$ cat src/rtl/game_flow_ctl.sv
// Frame-synchronous screen sequencer (IDLE/WAIT/GAME/SCORE) with round timer and BCD scores.
// Screen changes are applied only on the rising edge of vertical blank.
module game_flow_ctl #(
  parameter int ROUND_FRAMES = 1800,
  parameter int SCORE_FRAMES = 300,
  parameter int WAIT_FRAMES  = 3600
) (
  input  logic        pclk,
  input  logic        rst,
  input  logic        vblnk_in,
  input  logic        rect_clicked_play,
  input  logic        uart_start,
  input  logic        mouse_clicked_stop,
  input  logic        my_hit,
  input  logic        op_hit,
  output logic [1:0]  state,
  output logic        state_changed,
  output logic        uart_req,
  output logic [11:0] frames_left,
  output logic [15:0] my_score,
  output logic [15:0] op_score
);

  typedef enum logic [1:0] {
    S_IDLE  = 2'd0,
    S_WAIT  = 2'd1,
    S_GAME  = 2'd2,
    S_SCORE = 2'd3
  } state_e;

  localparam logic [11:0] ROUND_LD = 12'(ROUND_FRAMES);
  localparam logic [11:0] SCORE_LD = 12'(SCORE_FRAMES);
  localparam logic [11:0] WAIT_LD  = 12'(WAIT_FRAMES);

  // Saturating 4-digit BCD increment; 9999 is sticky.
  function automatic logic [15:0] bcd_inc(input logic [15:0] v);
    logic [15:0] r;
    logic        carry;
    r     = v;
    carry = 1'b1;
    if (v == 16'h9999) begin
      r = v;
    end else begin
      for (int i = 0; i < 4; i++) begin
        if (carry == 1'b1) begin
          if (r[i*4 +: 4] == 4'd9) begin
            r[i*4 +: 4] = 4'd0;
          end else begin
            r[i*4 +: 4] = r[i*4 +: 4] + 4'd1;
            carry       = 1'b0;
          end
        end else begin
          carry = 1'b0;
        end
      end
    end
    return r;
  endfunction

  state_e      state_q, state_d;
  logic [11:0] frames_q, frames_d;
  logic [15:0] my_q, my_d;
  logic [15:0] op_q, op_d;
  logic        changed_q, changed_d;
  logic        uart_req_q, uart_req_d;
  logic        vblnk_q;
  logic        click_q, click_d;
  logic        start_q, start_d;
  logic        stop_q, stop_d;
  logic        frame_tick;
  logic        click_now, start_now, stop_now;
  logic        clear_scores;

  assign frame_tick = vblnk_in & ~vblnk_q;
  // A pulse arriving in the tick cycle itself is folded into that tick's decision.
  assign click_now  = click_q | rect_clicked_play;
  assign start_now  = start_q | uart_start;
  assign stop_now   = stop_q | mouse_clicked_stop;

  // Sticky event flags, cleared once each tick has consumed them.
  always_comb begin
    click_d = click_q;
    start_d = start_q;
    stop_d  = stop_q;
    if (frame_tick) begin
      click_d = 1'b0;
      start_d = 1'b0;
      stop_d  = 1'b0;
    end else begin
      click_d = click_now;
      start_d = start_now;
      stop_d  = stop_now;
    end
  end

  // Screen transitions and frame countdown, only on a frame tick.
  always_comb begin
    state_d      = state_q;
    frames_d     = frames_q;
    uart_req_d   = 1'b0;
    clear_scores = 1'b0;
    if (frame_tick) begin
      case (state_q)
        S_IDLE: begin
          if (click_now) begin
            state_d    = S_WAIT;
            frames_d   = WAIT_LD;
            uart_req_d = 1'b1;
          end else begin
            frames_d = 12'd0;
          end
        end
        S_WAIT: begin
          if (stop_now) begin
            state_d  = S_IDLE;
            frames_d = 12'd0;
          end else if (start_now) begin
            state_d      = S_GAME;
            frames_d     = ROUND_LD;
            clear_scores = 1'b1;
          end else if (frames_q == 12'd1) begin
            state_d  = S_IDLE;
            frames_d = 12'd0;
          end else begin
            frames_d = frames_q - 12'd1;
          end
        end
        S_GAME: begin
          if (stop_now || (frames_q == 12'd1)) begin
            state_d  = S_SCORE;
            frames_d = SCORE_LD;
          end else begin
            frames_d = frames_q - 12'd1;
          end
        end
        S_SCORE: begin
          if (click_now || (frames_q == 12'd1)) begin
            state_d  = S_IDLE;
            frames_d = 12'd0;
          end else begin
            frames_d = frames_q - 12'd1;
          end
        end
        default: begin
          state_d  = S_IDLE;
          frames_d = 12'd0;
        end
      endcase
    end else begin
      state_d = state_q;
    end
    changed_d = (state_d != state_q);
  end

  // Hits count on any cycle while in GAME; entry to GAME clears both counters.
  always_comb begin
    my_d = my_q;
    op_d = op_q;
    if (clear_scores) begin
      my_d = 16'h0000;
      op_d = 16'h0000;
    end else if (state_q == S_GAME) begin
      if (my_hit) begin
        my_d = bcd_inc(my_q);
      end else begin
        my_d = my_q;
      end
      if (op_hit) begin
        op_d = bcd_inc(op_q);
      end else begin
        op_d = op_q;
      end
    end else begin
      my_d = my_q;
      op_d = op_q;
    end
  end

  // State, timer, score and pulse registers.
  always_ff @(posedge pclk or posedge rst) begin
    if (rst) begin
      state_q    <= S_IDLE;
      frames_q   <= 12'd0;
      my_q       <= 16'h0000;
      op_q       <= 16'h0000;
      changed_q  <= 1'b0;
      uart_req_q <= 1'b0;
      vblnk_q    <= 1'b0;
      click_q    <= 1'b0;
      start_q    <= 1'b0;
      stop_q     <= 1'b0;
    end else begin
      state_q    <= state_d;
      frames_q   <= frames_d;
      my_q       <= my_d;
      op_q       <= op_d;
      changed_q  <= changed_d;
      uart_req_q <= uart_req_d;
      vblnk_q    <= vblnk_in;
      click_q    <= click_d;
      start_q    <= start_d;
      stop_q     <= stop_d;
    end
  end

  assign state         = state_q;
  assign state_changed = changed_q;
  assign uart_req      = uart_req_q;
  assign frames_left   = frames_q;
  assign my_score      = my_q;
  assign op_score      = op_q;

endmodule

$ cat config.mk
export PLATFORM = sky130hd
export DESIGN_NAME = game_flow_ctl
export DESIGN_NICKNAME = d
export VERILOG_FILES = /design/src/rtl/game_flow_ctl.sv
export SDC_FILE = /design/constraint.sdc
export NUM_CORES = 1
export LEC_CHECK = 0
export BUFFER_PORTS_ARGS = -buffer_cell sky130_fd_sc_hd__buf_2
export CAP_MARGIN = 0
export CORE_MARGIN = 5
export CORE_UTILIZATION = 56
export DETAILED_ROUTE_END_ITERATION = 8
export PLACE_DENSITY = 0.8
export SLEW_MARGIN = 20
export SYNTH_ARGS = -nofsm -noshare
export SYNTH_HDL_FRONTEND = slang
export SYNTH_SLANG_ARGS = --single-unit
$ cat constraint.sdc
create_clock -name pclk -period 2.6 [get_ports pclk]
set_input_delay 0.13 -clock pclk [delete_from_list [all_inputs] [get_ports pclk]]
set_output_delay 0.13 -clock pclk [all_outputs]
set_load 0.005 [all_outputs]
### Yosys cells after proc, flatten, opt, wreduce, memory -nomap -nowiden

Index checks and enable logic that the tools add are counted.

| cells by class | value |
|---|---|
| reductions and logical operators | 20 |
| eq/ne operators | 17 |
| bitwise logic cells | 5 |
| add/sub/neg operators | 9 |
| mux-type cells | 81 |

Operators by type and width:

| cell | count |
|---|---|
| 16-bit 2-to-1 mux | 8 |
| 12-bit 2-to-1 mux | 6 |
| 4-bit 2-to-1 mux | 14 |
| 12-bit case mux with 4 select lines | 1 |
| 1-bit 2-to-1 mux | 44 |
| 4-bit by 1-bit adder with 4-bit output, second input constant | 8 |
| 16-bit == test, second input constant | 2 |
| 4-bit == test, second input constant | 8 |
| 4-bit AND reduction | 6 |
| 2-bit nonzero test | 9 |
| 2-bit 2-to-1 mux | 7 |
| 12-bit by 1-bit == test with 1-bit output, second input constant | 1 |
| 12-bit by 1-bit subtractor with 12-bit output, second input constant | 1 |
| 2-bit case mux with 4 select lines | 1 |
| 3-bit AND reduction | 2 |
| 2-bit == test, second input constant | 2 |
| 2-bit inequality test, second input constant | 2 |
| 1-bit bitwise OR | 3 |
| 2-bit by 1-bit == test with 1-bit output, second input constant | 1 |
| 2-bit logical NOT | 1 |
| 1-bit logical OR | 2 |
| 2-bit inequality test | 1 |
| 1-bit bitwise AND | 1 |
| 1-bit inverter | 1 |

| storage, ports and cells | value |
|---|---|
| output and inout port bits | 48 |
| input bits | 8 |
| bits in registers | 52 |
| word-level logic and storage cells | 148 |

### Depth between registers and ports, before layout

| depth | value |
|---|---|
| depth after elaboration | 21 |
| gate-level depth with buffers | 9 |
| gate-level depth less buffers | 7 |

### Worst setup path before layout

Ideal clock, no wire load.

| timing | value |
|---|---|
| kind | reg-to-reg |
| start | register frames_q[0] (netlist: frames_left[0]) |
| end | register frames_q[10] (netlist: frames_left[10]) |
| slack | 548 ps |
| stages on the path, launching flop included | 8 |
| data arrival time | 1987 ps |
| buffers on the path | 0 |
| data required time | 2535 ps |
| setup time | 65 ps |
| clock period less this slack | 2052 ps |
| cells stage by stage | dfrtp_1 -> inv_1 -> ha_1 -> or3b_1 -> or3_1 -> or4_1 -> a21oi_1 -> a211o_1 |

| between the ends | value |
|---|---|
| cells in the longest elaborated chain, start to end | 5 |
| elaborated cells on any way between the ends | 10 |
| those cells by class | add/sub: 1; eq/ne: 1; mux: 6; reduce/logical: 2 |

Ends and longest elaborated chain:

| item | RTL line | RTL |
|---|---|---|
| from (decl) | 61 | `logic [11:0] frames_q, frames_d;` |
| from (signal assigned) | 194 | `frames_q <= frames_d;` |
| 12-bit by 1-bit subtractor with 12-bit output / 12-bit by 1-bit == test with 1-bit output (equally long branches) | n/a |  |
| 12-bit 2-to-1 mux | 121 | `end else if (frames_q == 12'd1) begin` |
| 12-bit 2-to-1 mux | 117 | `end else if (start_now) begin` |
| 12-bit 2-to-1 mux | 114 | `if (stop_now) begin` |
| 12-bit case mux with 4 select lines (*) | 103 | `case (state_q)` |

Every way passes the cells marked *; elsewhere a longest branch is shown, timed or not.
A chain may end at the register's enable or synchronous reset.

### Worst setup path after layout

| timing | value |
|---|---|
| start | register frames_q[1] (netlist: frames_left[1]) |
| end | register frames_q[5] (netlist: frames_left[5]) |

The elaborated chain is that of the path after synthesis.

==> out/qor.csv <==
stage,metric,value,unit
sta,Max-slew headroom,59.1,%
sta,max frequency,0.441,GHz
clock_tree,Clock H-tree levels,2,
logic_synthesis,"EDFF count, synth",0,
logic_synthesis,Yosys reg bits,52,
placement,Setup WS pre-CTS,0.365,ns
critical_path,number of buffers and inverters on the critical path,1,
clock_tree,Clock Sink Count,52,
drt,drt wl/cell,15.2,um
critical_path,Critical path origin,frames_left[1]$_DFFE_PP0P_,
drt,DRC viols,0,
pwr,Peak VDD IR,0.000527,V
logic_synthesis,asr flop ratio synth,100,%
final_layout,most frequent cells in the layout,"buf_2, dfrtp_1, nor2_1",
floorplanning,initial core utilization,57.4,%
clock_tree,deepest clock path buffer count,2,
placement,DP HPWL,5340,um
critical_path,Reg-to-Reg End,frames_left[5]$_DFFE_PP0P_,
critical_path,Crit Path Category,flop to flop,
clock_tree,CTS tree,done,
logic_synthesis,yosys synthesis warning count,0,
critical_path,CP Depth,7,
critical_path,crit path cell chain,inv_1 -> ha_1 -> or4b_4 -> nor4_4 -> a211oi_1 -> a21boi_0 -> a221o_1,
logic_synthesis,Post-Synthesis Cell Area,3140,um2
drt,DRT iter0 DRCs,137,
drt,post-route ant nets,0,
critical_path,reg2reg start,frames_left[1]$_DFFE_PP0P_,
floorplanning,row cnt,27,
logic_synthesis,Gate Count Post-Synth,344,
pwr,power density over the cells,633,nW/um2
clock_tree,"Clk Latency, worst-skew pair",0.30,ns
critical_path,CP Data Arrival Time,2.46,ns
outcome,status,"complete, no violations",
final_layout,fin util,66.3,%
grt,largest net degree at the start of global routing,22,
sta,fin crit period,2.27,ns
critical_path,worst path required time,2.79,ns
sta,RSZ-0062 raised after global routing,false,
grt,first-pass GRT wire length,12200,um
floorplanning,Ports,56,
job,Max-Cap Viols,0,
clock_tree,Worst-path clk slew,0.10,ns
sta,final hold slack,0.137,ns
critical_path,CP max FO,9,
final_layout,Nets,427,
floorplanning,Die H,84.9,um
final_layout,Diodes inserted,0,
grt,GRT Residual Overflow,0,
floorplanning,die width,84.9,um
critical_path,cells on worst reg2reg path,7,
logic_synthesis,mean post-synth cell area,9.13,um2
sta,period utilization,87.2,%
sta,Fin. Hold Viols,0,
pwr,Lkg Pwr,1.75,nW
logic_synthesis,largest cells by area after synthesis,"dfrtp_1, ha_1, nor2_1, o21ai_0, a21oi_1",
clock_tree,hold_buf cts,2,
final_layout,share of cells above drive strength 1,21.1,%
worst_hold_path,Min-Delay Path Depth,3,
critical_path,CP startpoint kind,flop,
sta,Setup WS post-layout,0.333,ns
sta,Max Clock Skew,0.00556,ns
pwr,Total Power,2.30,mW
sta,count of final setup violators,0,
sta,Setup TNS Final,0,ns
critical_path,family with the most delay on the worst path,simple AND/OR/NAND/NOR gates,
clock_tree,Num CTS Buffers,5,
grt,initial antenna violation count,0,
worst_hold_path,hold crit path type,input port to flop,
logic_synthesis,"Top FF cell, synth",dfrtp_1,
sta,Worst-Margin Slew,0.606,ns
final_layout,Layout area overhead,15.5,%
sta,fin. max-slew vios,0,
drt,via count,2799,
critical_path,Worst R2R Setup Slack,0.33,ns
clock_tree,total of cells resized after clock tree synthesis,0,
critical_path,CP max-delay cell,or4b_4,
logic_synthesis,post-synth top area cell,dfrtp_1,
placement,IO buf count,55,
grt,vias in the first global route,2586,
clock_tree,CTS root buffer,clkbuf_8,
final_layout,"commonest non-fill, non-tap cell in the layout",buf_2,
critical_path,crit-path max cell delay,0.47,ns
floorplanning,core box area,5470,um2
critical_path,Critical Path Sink,frames_left[5]$_DFFE_PP0P_,
critical_path,CP Capture Type,flop,
logic_synthesis,Synth top area share,41.4,%
grt,Tot GR Track Use,20.2,%
floorplanning,die area,7210,um2
logic_synthesis,sequential-to-total area share from yosys stat,41.4,%
drt,Via density,5.91,
drt,drt first pass iters,5,
drt,drt total wl,7200,um
logic_synthesis,Synth cell types,58,
clock_tree,setup bufs post-CTS,0,
placement,gp weighted congestion,0.873,
logic_synthesis,Synthesized Nets,370,
-- worst min-delay path: cells and delay by family --
kind | cells | cell delay [ns]
AND/OR/NAND/NOR | 2 | 0.19
buffers and inverters | 1 | 0.08
-- final cells by class --
class	count	area, um2
well taps	72	90.1
clock inverters	3	42.5
fillers	456	1840
inverters	15	56.3
clock buffers	5	68.8
multi-input cells	262	1710
flip-flops and latches	52	1300
repair buffers	65	355
-- worst min-delay path by stage --
stage	from	end	slack (ns)
final	uart_start	start_q$_DFF_PP0_	0.14
after global routing	uart_start	start_q$_DFF_PP0_	0.16
after CTS	uart_start	start_q$_DFF_PP0_	0.14
after detailed placement	rst	op_score[7]$_DFFE_PP0P_	0.16
after global placement	rst	op_score[7]$_DFFE_PP0P_	0.15
after floorplan	vblnk_in	vblnk_q$_DFF_PP0_	0.16
-- synthesized netlist by cell type, types with 3 or more instances --
master	instances
a211o_1	3
a211oi_1	3
a21oi_1	18
and2_1	6
and3b_1	6
buf_2	6
clkbuf_1	6
dfrtp_1	52
ha_1	18
inv_1	15
mux2i_1	4
nand2_1	22
nand2b_1	4
nand3_1	18
nand3b_1	7
nor2_1	39
nor2b_1	4
nor3_1	14
nor4_1	3
o21ai_0	23
o31ai_1	11
or2_2	3
or3_1	6
or4_1	4
xor2_1	3
-- through the flow --
stage | cells | cell area [um2]
after detailed placement | 464 | 3500
after CTS | 474 | 3630
after global placement | 464 | 3500
after global routing | 474 | 3630
after floorplan | 344 | 3140
final | 474 | 3630
-- power breakdown --
group	leakage [nW]	switching, mW	total, mW	internal [mW]
sequential	0.698	0.176	1.09	0.912
clock	0.0541	0.269	0.554	0.285
combinational	0.997	0.345	0.655	0.310
-- state kept, by name, summed over array words and instances (netlist names) --
register	cells
state	2
start_q	1
uart_req	1
state_changed	1
click_q	1
frames_left	12
vblnk_q	1
my_score	16
stop_q	1
op_score	16
-- cells by family (layout without fill, tap and decap cells) --
family	count (synthesis)	count (layout)	synth area share, %
AND/OR/NAND/NOR	156	156	28.3
flip-flops	52	52	41.4
XOR/XNOR	5	5	1.39
AO/OA/AOI/OAI	79	79	16.2
multiplexers	4	4	1.27
buffers and inverters	30	88	4.18
adder cells (fa/ha/maj)	18	18	7.17
-- layer usage --
layer,part of all wire [%],track usage [%],up-vias
met3,5.7,2.91,5
met4,0.53,4.75,0
met2,50,34.8,78
li1,-,-,1358
met1,44,27.1,1358
met5,0,0,-
(Power assumes the default switching activity.)
